[config.mk]
export PLATFORM = sky130hd
export DESIGN_NAME = dfc_rx_buffer
export DESIGN_NICKNAME = d
export VERILOG_FILES = /design/src/rtl/dfc_rx_buffer.sv
export SDC_FILE = /design/constraint.sdc
export NUM_CORES = 1
export LEC_CHECK = 0
export CAP_MARGIN = 15
export CORE_MARGIN = 2
export CORE_UTILIZATION = 51
export DETAILED_ROUTE_END_ITERATION = 10
export GPL_TIMING_DRIVEN = 0
export PLACE_DENSITY = 0.8
export SLEW_MARGIN = 10
export SYNTH_ARGS = -nofsm -noshare
export SYNTH_HDL_FRONTEND = slang
export SYNTH_SLANG_ARGS = --single-unit
[constraint.sdc]
create_clock -name clk -period 2 [get_ports clk]
set_input_delay 0.2 -clock clk [delete_from_list [all_inputs] [get_ports clk]]
set_output_delay 0.2 -clock clk [all_outputs]
set_load 0.005 [all_outputs]
[src/rtl/dfc_rx_buffer.sv]
// Receive-side buffer: converts delayed-flow-control input (c_vld/c_data, c_fc_n)
// to srdy/drdy, using a FIFO sized for the transmitter round-trip latency.
`timescale 1ns/1ps
module dfc_rx_buffer #(
    parameter int width    = 8,
    parameter int rt_lat   = 5,
    parameter int thd      = 1,
    parameter int regcout  = 1,
    parameter int regcin   = 0,
    parameter int usage_sz = 3
) (
    input  logic                clk,
    input  logic                rst,
    input  logic                c_vld,
    output logic                c_fc_n,
    input  logic [width-1:0]    c_data,
    input  logic                force_stop,
    output logic                p_srdy,
    input  logic                p_drdy,
    output logic [width-1:0]    p_data,
    output logic                overflow,
    output logic [usage_sz-1:0] usage
);

    localparam int depth = rt_lat + thd + regcout + regcin + 1;
    localparam int usz   = $clog2(depth + 1);
    localparam int ptr_w = (depth > 1) ? $clog2(depth) : 1;
    localparam int uw    = (usage_sz > usz) ? usage_sz : usz;

    localparam logic [usz-1:0]   DEPTH_U   = usz'(depth);
    localparam logic [usz-1:0]   THD_U     = usz'(thd);
    localparam logic [ptr_w-1:0] PTR_LAST  = ptr_w'(depth - 1);
    localparam logic [uw-1:0]    USAGE_MAX = uw'({usage_sz{1'b1}});

    // Clamp the internal occupancy into the (possibly narrower) usage port.
    function automatic logic [usage_sz-1:0] sat_usage(input logic [usz-1:0] u);
        logic [uw-1:0] ext;
        ext = uw'(u);
        if (ext > USAGE_MAX)
            sat_usage = {usage_sz{1'b1}};
        else
            sat_usage = ext[usage_sz-1:0];
    endfunction

    // Pointers wrap at depth, which need not be a power of two.
    function automatic logic [ptr_w-1:0] next_ptr(input logic [ptr_w-1:0] p);
        if (p == PTR_LAST)
            next_ptr = '0;
        else
            next_ptr = p + 1'b1;
    endfunction

    logic             f_srdy;
    logic [width-1:0] f_data;
    logic             f_drdy;

    generate
        if (regcin != 0) begin : g_regcin
            logic             in_vld_q;
            logic             in_vld_d;
            logic [width-1:0] in_data_q;

            always_comb begin
                in_vld_d = c_vld;
            end

            always_ff @(posedge clk or posedge rst) begin
                if (rst)
                    in_vld_q <= 1'b0;
                else
                    in_vld_q <= in_vld_d;
            end

            always_ff @(posedge clk) begin
                in_data_q <= c_data;
            end

            assign f_srdy = in_vld_q;
            assign f_data = in_data_q;
        end else begin : g_nocin
            assign f_srdy = c_vld;
            assign f_data = c_data;
        end
    endgenerate

    logic [width-1:0]    mem_q [depth];
    logic [ptr_w-1:0]    wr_ptr_q, wr_ptr_d;
    logic [ptr_w-1:0]    rd_ptr_q, rd_ptr_d;
    logic [usz-1:0]      f_usage_q, f_usage_d;
    logic                overflow_q, overflow_d;
    logic [usage_sz-1:0] usage_q, usage_d;
    logic                full, empty, push, pop, fc_next;

    always_comb begin
        full       = (f_usage_q == DEPTH_U);
        empty      = (f_usage_q == '0);
        f_drdy     = ~full;
        push       = f_srdy & f_drdy;
        pop        = ~empty & p_drdy;
        wr_ptr_d   = push ? next_ptr(wr_ptr_q) : wr_ptr_q;
        rd_ptr_d   = pop ? next_ptr(rd_ptr_q) : rd_ptr_q;
        f_usage_d  = f_usage_q;
        if (push & ~pop)
            f_usage_d = f_usage_q + 1'b1;
        else if (pop & ~push)
            f_usage_d = f_usage_q - 1'b1;
        // A full FIFO refuses the write even when a pop frees a slot this cycle.
        overflow_d = f_srdy & full;
        usage_d    = sat_usage(f_usage_q);
        fc_next    = ~force_stop & (f_usage_q < THD_U);
    end

    always_ff @(posedge clk or posedge rst) begin
        if (rst) begin
            wr_ptr_q   <= '0;
            rd_ptr_q   <= '0;
            f_usage_q  <= '0;
            overflow_q <= 1'b0;
            usage_q    <= '0;
        end else begin
            wr_ptr_q   <= wr_ptr_d;
            rd_ptr_q   <= rd_ptr_d;
            f_usage_q  <= f_usage_d;
            overflow_q <= overflow_d;
            usage_q    <= usage_d;
        end
    end

    // Storage carries no reset; occupancy alone decides what is valid.
    always_ff @(posedge clk) begin
        if (push)
            mem_q[wr_ptr_q] <= f_data;
    end

    generate
        if (regcout != 0) begin : g_regcout
            logic fc_q;
            logic fc_d;

            always_comb begin
                fc_d = fc_next;
            end

            always_ff @(posedge clk or posedge rst) begin
                if (rst)
                    fc_q <= 1'b0;
                else
                    fc_q <= fc_d;
            end

            assign c_fc_n = fc_q;
        end else begin : g_nocout
            assign c_fc_n = ~rst & fc_next;
        end
    endgenerate

    assign p_srdy   = ~empty;
    assign p_data   = mem_q[rd_ptr_q];
    assign overflow = overflow_q;
    assign usage    = usage_q;

endmodule

Word level (Yosys, flattened, before mapping)
Memories as Yosys holds them, arrays and structs flattened.
Index checks and enable logic that the tools add are counted.
{ "classes": {"n_mux": 7, "add_sub_neg": 4, "n_reduce_logical": 2, "n_shift": 0, "multipliers": 0, "n_bitwise": 11, "eq_ne": 3, "order_cmp": 2, "div": 0} }
{ "op_table": {"columns": ["cell", "count"], "rows": [
  ["$mux W3", 3],
  ["$mux W4", 2],
  ["$add A3 B1 Y3 const B", 2],
  ["$and A1 B1 Y1", 6],
  ["$eq A3 B3 Y1 const B", 2],
  ["$not A1 Y1", 5],
  ["$add A4 B1 Y4 const B", 1],
  ["$eq A4 B4 Y1 const B", 1],
  ["$gt A4 B3 Y1 const B", 1],
  ["$logic_not A4 Y1", 1],
  ["$lt A4 B1 Y1 const B", 1],
  ["$sub A4 B1 Y4 const B", 1],
  ["$mux W1", 2],
  ["$reduce_bool A2 Y1", 1]
]} }
{ "totals": {"latch_bits": 0, "input_bits": 13, "ff_bits": 15, "memories": 1, "ramBits": 64, "mem_bits_ro": 0, "output_inout_bits": 14, "word_cells": 36} }
{ "memory_table": {"columns": ["name", "depth", "width", "rd", "rd_clocked_by_memory_dff", "write_ports", "line_no", "rtl"], "rows": [
  ["mem_q", 8, 8, 1, 0, 1, "86", "logic [width-1:0] mem_q [depth];"]
]} }

Longest topological paths before layout
Gate-level depths: netlist of run 1.
{ "depth": {"ltp_word": 7, "ltp_mapped": 9, "depth_no_buf": 9} }

Worst setup path after synthesis of run 1
No wires, ideal clock.
{ "synth_timing": {"path_type": "reg2reg", "start": "register f_usage_q[0]", "end": "memory mem_q[0][0], enable pin", "setup_time_ps": 395, "synth_period_minus_slack_ps": 2183, "stages_incl_launch_ff": 6, "n_path_buf": 0, "required_time_ps": 1605, "arrival_ps": 1788, "setup_slack_ps": -183, "cell_sequence": "dfrtp_1 > inv_1 > ha_1 > nand3b_1 > nand2_1 > nor4_1"} }
{ "synth_via": {"elab_chain_len": 5} }
{ "synth_rtl": {"columns": ["item", "line_no", "rtl"], "rows": [
  ["start, declared", "89", "logic [usz-1:0] f_usage_q, f_usage_d;"],
  ["start signal, assigned", "123", "f_usage_q <= f_usage_d;"],
  ["$eq A4 B4 Y1", "95", "full = (f_usage_q == DEPTH_U);"],
  ["$not A1 Y1", "97", "f_drdy = ~full;"],
  ["$and A1 B1 Y1", "98", "push = f_srdy & f_drdy;"],
  ["$mux W1", "131", "if (push)"],
  ["$mux W1 (implied by the code)", "132", "mem_q[wr_ptr_q] <= f_data;"],
  ["end, declared", "86", null]
]} }
No other way between the ends.

Worst setup path in the final report of run 1
{ "layout_timing": {"start": "register rd_ptr_q[1]", "end": "output p_data[6]"} }
{ "layout_via": {"elab_chain_len": 1} }
{ "layout_rtl": {"columns": ["item", "line_no", "rtl"], "rows": [
  ["start, declared", "88", "logic [ptr_w-1:0] rd_ptr_q, rd_ptr_d;"],
  ["start signal, assigned", "122", "rd_ptr_q <= rd_ptr_d;"],
  ["$mem_v2 Z8 W8", null, null],
  ["end, declared", "20", "output logic [width-1:0] p_data,"]
]} }
No other way between the ends.

==> qor.csv, run 1 <==
metric;value;unit
status;complete, but fails checks;
failing checks;negative setup slack;
final worst-path setup slack;-0.177;ns
met2 WL;3.03;mm
worst min path class;input pin to asynchronous set/reset pin;
Final #Nets;243;
I/O Buffers;26;
Final Core Density;0.656;
ys async rst share;0.190;
Worst setup SP type;register;
Die Y;83.7;um
DRT Wirelength;5.89;mm
final clock skew;0.0105;ns
Tmin final;2.18;ns
flop2flop setup slack;0.01;ns
Rel. slew slack;0.620;
CP Class;register to primary output;
top fanout value on the critical path;8;
GPL Wtd Cong;0.763;
Hold Buf Count CTS;0;
share of layout cells above drive strength 1;0.436;
Remaining DRCs;0;
post-synthesis sequential area ratio;0.709;
clock slew at reported path FFs;0.08;ns
RSZ-0062 raised after global routing;true;
CP Data Arrival Time;1.98;ns
routed length on met1;2.58;mm
Max Freq;0.459;GHz
setup violators final;8;
clk sinks;79;
placed insts;265;
# IOs;27;
post-DR wirelength/cell;19.4;um
RR Endpoint;f_usage_q[3];
total CTS buffers;9;
GRT Residual Overflow;0;
violation count after the first detailed-route iteration;103;
fin cells;304;
CTS tree;built;
number of global-route vias before repair;1723;
VDD IR-drop max;0.864;mV
Mapped Nets;183;
antenna viol nets, final;0;
met3 wire length;227;um
Post-Synthesis Cells;162;
Post-synth EDFFs;64;
Cell Area, Synth;0.00324;mm2
number of cell rows;29;
Fin. Hold Viols;0;
largest net degree at the start of global routing;16;
clk buf depth;2;
H-Tree Level Count;3;
area growth from synthesis to layout;26.4;%
HPWL Detailed;3.46;mm
Worst-Skew Late Latency;0.34;ns
first-pass GRT wire length;9.14;mm
Yosys warning count;0;
worst-margin pin slew;0.570;ns
die area;0.00701;mm2
Setup crit end kind;primary output;
GRT Total Usage;0.178;
Avg Cell Area, Syn;20.0;um2
RR Startpoint;f_usage_q[0];
Max Slew Vio Count;0;
# Max-Cap Violations;0;
initial antenna violation count;0;
max layer used;met4;
1st-pass router iterations;6;
Vias/cell;5.40;
Leakage;1.49;nW
ant diodes;0;
CP Data Required Time;1.80;ns
CP Launch Point;rd_ptr_q[1];
Fillers;422;
r2r worst-path depth;9;
Initial Utilization;0.519;
Die X;83.7;um
Root Driver;clkbuf_8;
predominant post-synthesis flop cell;edfxtp_1;
Synth cell types;29;
core outline area;0.00624;mm2
via count;1642;
pwr dens;1430;mW/mm2
#FFs+latches synth;79;
fin crit share;1.09;
[flip-flops by register name (all words and copies together), names as in the netlist]
| name | flops |
|---|---|
| usage | 3 |
| rd_ptr_q | 3 |
| c_fc_n | 1 |
| overflow | 1 |
| f_usage_q | 4 |
| wr_ptr_q | 3 |
| mem_q | 64 |
[metrics by stage]
step	power (mW)	instance area (um2)	hold slack (ns)	setup WS (ns)	setup TNS, ns
5_1_grt	6.15	4100	0.283	-0.228	-1.68
6_report	5.85	4100	0.212	-0.177	-1.04
3_3_place_gp	4.12	3610	0.532	-0.589	-27.60
4_1_cts	5.66	3960	0.207	-0.204	-1.28
2_1_floorplan	3.46	3250	0.101	0.0118	0
3_5_place_dp	4.22	3630	0.541	-0.369	-16.19
[where the power goes]
part	total (mW)	internal, mW	switching, mW
Clock	0.979	0.444	0.536
Combinational	2.49	1.50	0.984
Sequential	2.38	2.13	0.252
[cell type report]
class / count / area [um2] / share of cell area
multi-input combinational: 73 / 991 / 0.242
buffer: 4 / 43.8 / 0.0107
sequential: 79 / 2300 / 0.562
timing repair buffer: 50 / 478 / 0.117
clock buffer: 10 / 128 / 0.0312
inverter: 5 / 21.3 / 0.00519
tap: 77 / 96.3 / 0.0235
clock inverter: 6 / 37.5 / 0.00917
[logic make-up after synthesis]
family	synth area share
compound gates	0.00309
xor+xnor	0.0108
fa+ha+maj	0.0309
buf+inv	0.0193
flops	0.709
mux	0.181
simple gates	0.0456
[cells in the mapped netlist (2+ instances only)]
master    count  area, um2
nand2b_1      2       12.5
inv_1         5       18.8
dfrtp_1      15        375
ha_1          8        100
nor3_1        4       20.0
mux2_2       14        158
mux4_1       16        420
or2_2         3       18.8
nand2_1       4       15.0
edfxtp_1     64       1920
nor2_1        7       26.3
xor2_1        3       26.3
[worst max path at each step]
stage / end / slack [ns] / cells past startpoint
finish: p_data[6] / -0.18 / 6
global placement: mem_q[2][5] / -0.59 / 5
global route: p_data[0] / -0.23 / 6
floorplan: f_usage_q[3] / 0.01 / 9
CTS: p_data[6] / -0.20 / 6
detailed placement: p_data[7] / -0.37 / 5
[worst max-delay path, stage by stage, from the launching register on]
cell,delay [ns]
dfrtp_1,0.37
buf_6,0.14
buf_12,0.14
buf_6,0.10
mux4_2,0.49
mux2_4,0.29
buf_6,0.12
[metal layers]
layer  GRT usage  vias to the layer above
met3      0.0406                        4
met2       0.289                       39
met4      0.0748                        0
li1            -                      757
met1       0.232                      842
met5           0                        -
[placed cells by master, fill, tap and decap left out, types with 2 or more instances in the layout]
cell type         n
nand2_1           2
buf_4            18
clkdlybuf4s50_1  17
inv_2             2
clkbuf_8          9
mux2_4            8
inv_1             2
nor3_4            4
or2_2             3
xor2_1            3
nor2_4            3
mux2_2            6
mux4_1            4
ha_4              2
dfrtp_1          13
edfxtp_1         64
ha_1              6
nand2b_1          2
clkinvlp_4        2
clkinv_2          2
dfrtp_2           2
mux4_2           12
buf_6            14
nor2_1            4
buf_12            2
[timing repair]
action / 4_1_cts / 5_1_grt
endpoints found under the setup margin: 76 / 50
endpoints found under the hold margin: 0 / 0
buffers inserted: 15 / 9
resized for setup: 78 / 14
pin swaps: 3 / 4
Note: power is estimated with default switching activity, not from simulation.
==> inputs of run 2 (changes only) <==
CORE_UTILIZATION = 54   (was 51)
CTS_BUF_LIST = sky130_fd_sc_hd__clkbuf_2 sky130_fd_sc_hd__clkbuf_4 sky130_fd_sc_hd__clkbuf_8   (was not set)
PLACE_DENSITY = 0.84   (was 0.8)
==> qor.csv, run 2 (synthesis gave the netlist of run 1 again) <==
metric;value;unit
status;complete, but fails checks;
failing checks;negative setup slack;
Leakage;1.51;nW
fin crit share;1.09;
Worst Setup EP;p_data[4];
CP delay by family, top;multiplexers;
most flop-heavy register;mem_q;
commonest non-fill, non-tap cell in the layout;edfxtp_1;
area of the multi-input gates;0.00101;mm2
worst min path class;input pin to asynchronous set/reset pin;
RSZ-0062 raised after global routing;true;
Vias/cell;5.81;
violation count after the first detailed-route iteration;127;
Worst setup SP type;register;
Max Freq;0.459;GHz
Pwr Total;6.13;mW
CP Class;register to primary output;
Crit path buffers/inverters;4;
VDD IR-drop max;0.860;mV
initial antenna violation count;0;
post-DR wirelength/cell;23.3;um
GRT Total Usage;0.228;
antenna viol nets, final;0;
first-pass GRT wire length;10.2;mm
GPL Wtd Cong;0.765;
top fanout value on the critical path;5;
Max Slew Vio Count;0;
Critical Path Stages;6;
CP Data Arrival Time;1.98;ns
die area;0.00664;mm2
flop2flop setup slack;-0.15;ns
clock slew at reported path FFs;0.08;ns
CTS tree;built;
number of cell rows;28;
final worst-path setup slack;-0.176;ns
Final #Nets;244;
share of layout cells above drive strength 1;0.434;
clk sinks;79;
DRT Wirelength;7.06;mm
worst-margin pin slew;0.777;ns
Largest register FFs;64;
placed insts;263;
FF/Latch Area;0.00230;mm2
core outline area;0.00585;mm2
CP Launch Point;rd_ptr_q[1];
Max stage delay on crit path;0.50;ns
H-Tree Level Count;3;
1st-pass router iterations;5;
clk buf depth;2;
final clock skew;0.0115;ns
Die Y;81.5;um
fin cells;303;
Tmin final;2.18;ns
Rel. slew slack;0.482;
CP Data Required Time;1.80;ns
pwr dens;1480;mW/mm2
commonest non-fill, non-tap cells in the layout;edfxtp_1 (64), buf_4 (18), clkdlybuf4s50_1 (17);
RR Endpoint;f_usage_q[3];
GRT Residual Overflow;0;
HPWL Detailed;3.94;mm
largest registers;mem_q (64), f_usage_q (4);
largest net degree at the start of global routing;16;
Die X;81.5;um
r2r worst-path depth;9;
Fillers;360;
ant diodes;0;
Setup crit end kind;primary output;
total CTS buffers;9;
Root Driver;clkbuf_8;
Hold Buf Count CTS;0;
RR Startpoint;f_usage_q[1];
CP Cell Sequence;buf_6, buf_12, buf_12, mux4_2, mux2_4, buf_6;
I/O Buffers;26;
# IOs;27;
via count;1759;
number of global-route vias before repair;1867;
pre-CTS WS;-0.469;ns
Worst-Skew Late Latency;0.34;ns
setup violators final;9;
Initial Utilization;0.554;
area growth from synthesis to layout;27.7;%
Fin. Hold Viols;0;
# Max-Cap Violations;0;
Remaining DRCs;0;
Critical-path top delay cell;mux4_2;
## run 2: cell types whose count changed in the layout (fill, tap and decap cells not counted), sizes merged
cell    before  now
clkbuf      11   13
clkinv       4    2
buf         35   36
## run 2: through the flow
stage | utilization | area (um2) | setup TNS [ns] | hold WS, ns
floorplan | - | 3250 | 0 | 0.101
global placement | 0.616 | 3600 | -21.52 | 0.520
detailed placement | 0.619 | 3620 | -16.02 | 0.543
CTS | 0.699 | 4090 | -1.19 | 0.219
global route | 0.707 | 4140 | -1.83 | 0.274
finish | 0.707 | 4140 | -1.31 | 0.213
## run 2: power by group
part,internal [mW],switching [mW]
Sequential,2.13,0.243
Combinational,1.59,1.15
Clock,0.485,0.533
## run 2: worst register-to-register path, stage by stage, from the launching register on
cell	delay, ns
dfrtp_1	0.41
inv_2	0.10
ha_4	0.14
nand3b_1	0.19
nand2_4	0.15
inv_2	0.05
ha_4	0.16
or4_4	0.45
a21oi_4	0.20
xor2_1	0.21
## run 2: area by class of cell
| cell class | count | area share |
|---|---|---|
| inverter | 5 | 0.00453 |
| clock buffer | 12 | 0.0354 |
| timing repair buffer | 50 | 0.121 |
| sequential | 79 | 0.555 |
| clock inverter | 4 | 0.00544 |
| buffer | 5 | 0.0130 |
| multi-input combinational | 73 | 0.243 |
| tap | 75 | 0.0227 |
## run 2: what timing repair did
item / 4_1_cts / 5_1_grt
endpoints found under the setup margin: 77 / 42
buffers inserted: 18 / 7
gates resized for setup: 89 / 8
pin swaps: 4 / 7
cloned: 1 / 0
## run 2: worst min-delay path by stage
| stage | slack (ns) | to | from |
|---|---|---|---|
| after floorplan | 0.10 | c_fc_n | rst |
| after global placement | 0.52 | f_usage_q[3] | f_usage_q[3] |
| after detailed placement | 0.54 | f_usage_q[2] | f_usage_q[2] |
| after CTS | 0.22 | usage[1] | rst |
| after global routing | 0.27 | usage[1] | rst |
| final | 0.21 | f_usage_q[3] | rst |
## run 2: metal layers
metal	routed length, um	GRT usage
met1	2710	0.271
met2	3950	0.411
met3	255	0.0571
met4	136	0.0627
met5	0	0
==> edit (flow settings as in run 2) <==
`usage_sz`: 3 -> 2.
--- a/src/rtl/dfc_rx_buffer.sv
+++ b/src/rtl/dfc_rx_buffer.sv
@@ -9,3 +9,3 @@
     parameter int regcin   = 0,
-    parameter int usage_sz = 3
+    parameter int usage_sz = 2
 ) (
Interface: changed (resized usage); port bits go from 27 to 26. The function was not compared with the original's and may differ.
==> edit against run 2 <==
  * The flow still finishes with violations (setup timing)
  * Area after synthesis fell by 0.93%
  * Power decreased by 4.7%
  * Sequential cell count down 1
  * Cell area down 2.2%
  * Setup slack gained 0.019 ns
  * Worst hold slack worse by 0.022 ns
  * Global-route usage decreased by 2.5 points
  * Routed wire length is 8.4% lower
==> edit: results <==
metrics = {
    "run_status": {
        "status": "finished with violations",
        "violations": "setup timing",
    },
    "final_layout": {
        "drive_gt1_frac": 0.4204,
        "layout.nets": 242,
        "stdcell_count": 301,
    },
    "timing": {
        "timing.final.ws_setup_ns": -0.1571,
        "maxSlewHeadroom": 0.4929,
        "final.setup.tns_ns": -1.024,
        "finalSetupViolCount": 9,
        "finalClockSkew_ns": 0.006143,
    },
    "global_route": {
        "grt_util_met2": 0.3397,
        "grt_start_max_net_pins": 15,
        "grt_pass1_wl_mm": 9.101,
        "first_global_vias": 1772,
        "grt_use_met3": 0.06556,
        "use_met1": 0.2421,
    },
    "place": {
        "hpwlAfterDp_mm": 3.842,
        "io_buffers": 25,
        "place_ws_ns": -0.3954,
        "gp_congestion": 0.7900,
    },
    "pwr": {
        "irDropWorstVdd_mv": 1.075,
        "comb_power_share": 0.409,
        "leakage_nw": 1.480,
    },
    "yosys": {
        "netlist_top_cells_area": "edfxtp_1, mux4_1, dfrtp_1, mux2_2, ha_1",
        "synth_compound_area_frac": 0.003118,
        "synthTopCellsByCount": "edfxtp_1, mux4_1, dfrtp_1, mux2_2, ha_1",
        "synth_mux_area_frac": 0.1832,
        "postSynthCellCount": 160,
        "async_reset_ff_frac": 0.1795,
        "synth_nets": 181,
        "synth_xor_area_frac": 0.01091,
        "synth-adder-area-share": 0.03118,
    },
    "setup_path": {
        "slowest_stage": "mux4_2",
        "r2r_slack_ns": -0.06,
        "path_max_fanout": 7,
        "cp-endpoint": "p_data[6]",
        "critPathArrivalTime_ns": 1.96,
    },
    "drt": {
        "first_pass_iters": 4,
        "viasPerCell": 5.694,
        "wire_per_inst_microns": 21.47,
        "drt_iter0_markers": 134,
    },
    "clock_tree": {
        "post_cts_buffers": 17,
    },
}
==> edit: per-layer routing <==
layer	vias to the layer above	wire, microns
li1	760	-
met1	880	2523
met2	57	3522
met3	17	289
met4	0	129
met5	-	0
==> edit: cell type report <==
cell class              count  area (sq um)
fillers                   380          1767
clock inverters             6         52.55
plain buffers               4         42.54
well taps                  75         93.84
multi-input cells          72         982.2
inverters                   5         21.27
clock buffers              10         131.4
repair buffers             51         450.4
flip-flops and latches     78          2275
==> edit: through the flow <==
stage | power (mW) | hold WS (ns) | instance area [sq um] | util
floorplan | 3.441 | 0.08922 | 3238 | -
global placement | 4.035 | 0.5125 | 3582 | 0.6160
detailed placement | 4.219 | 0.5350 | 3610 | 0.6207
CTS | 5.692 | 0.1910 | 3948 | 0.6788
global route | 6.127 | 0.2646 | 4049 | 0.6962
finish | 5.845 | 0.1909 | 4049 | 0.6962
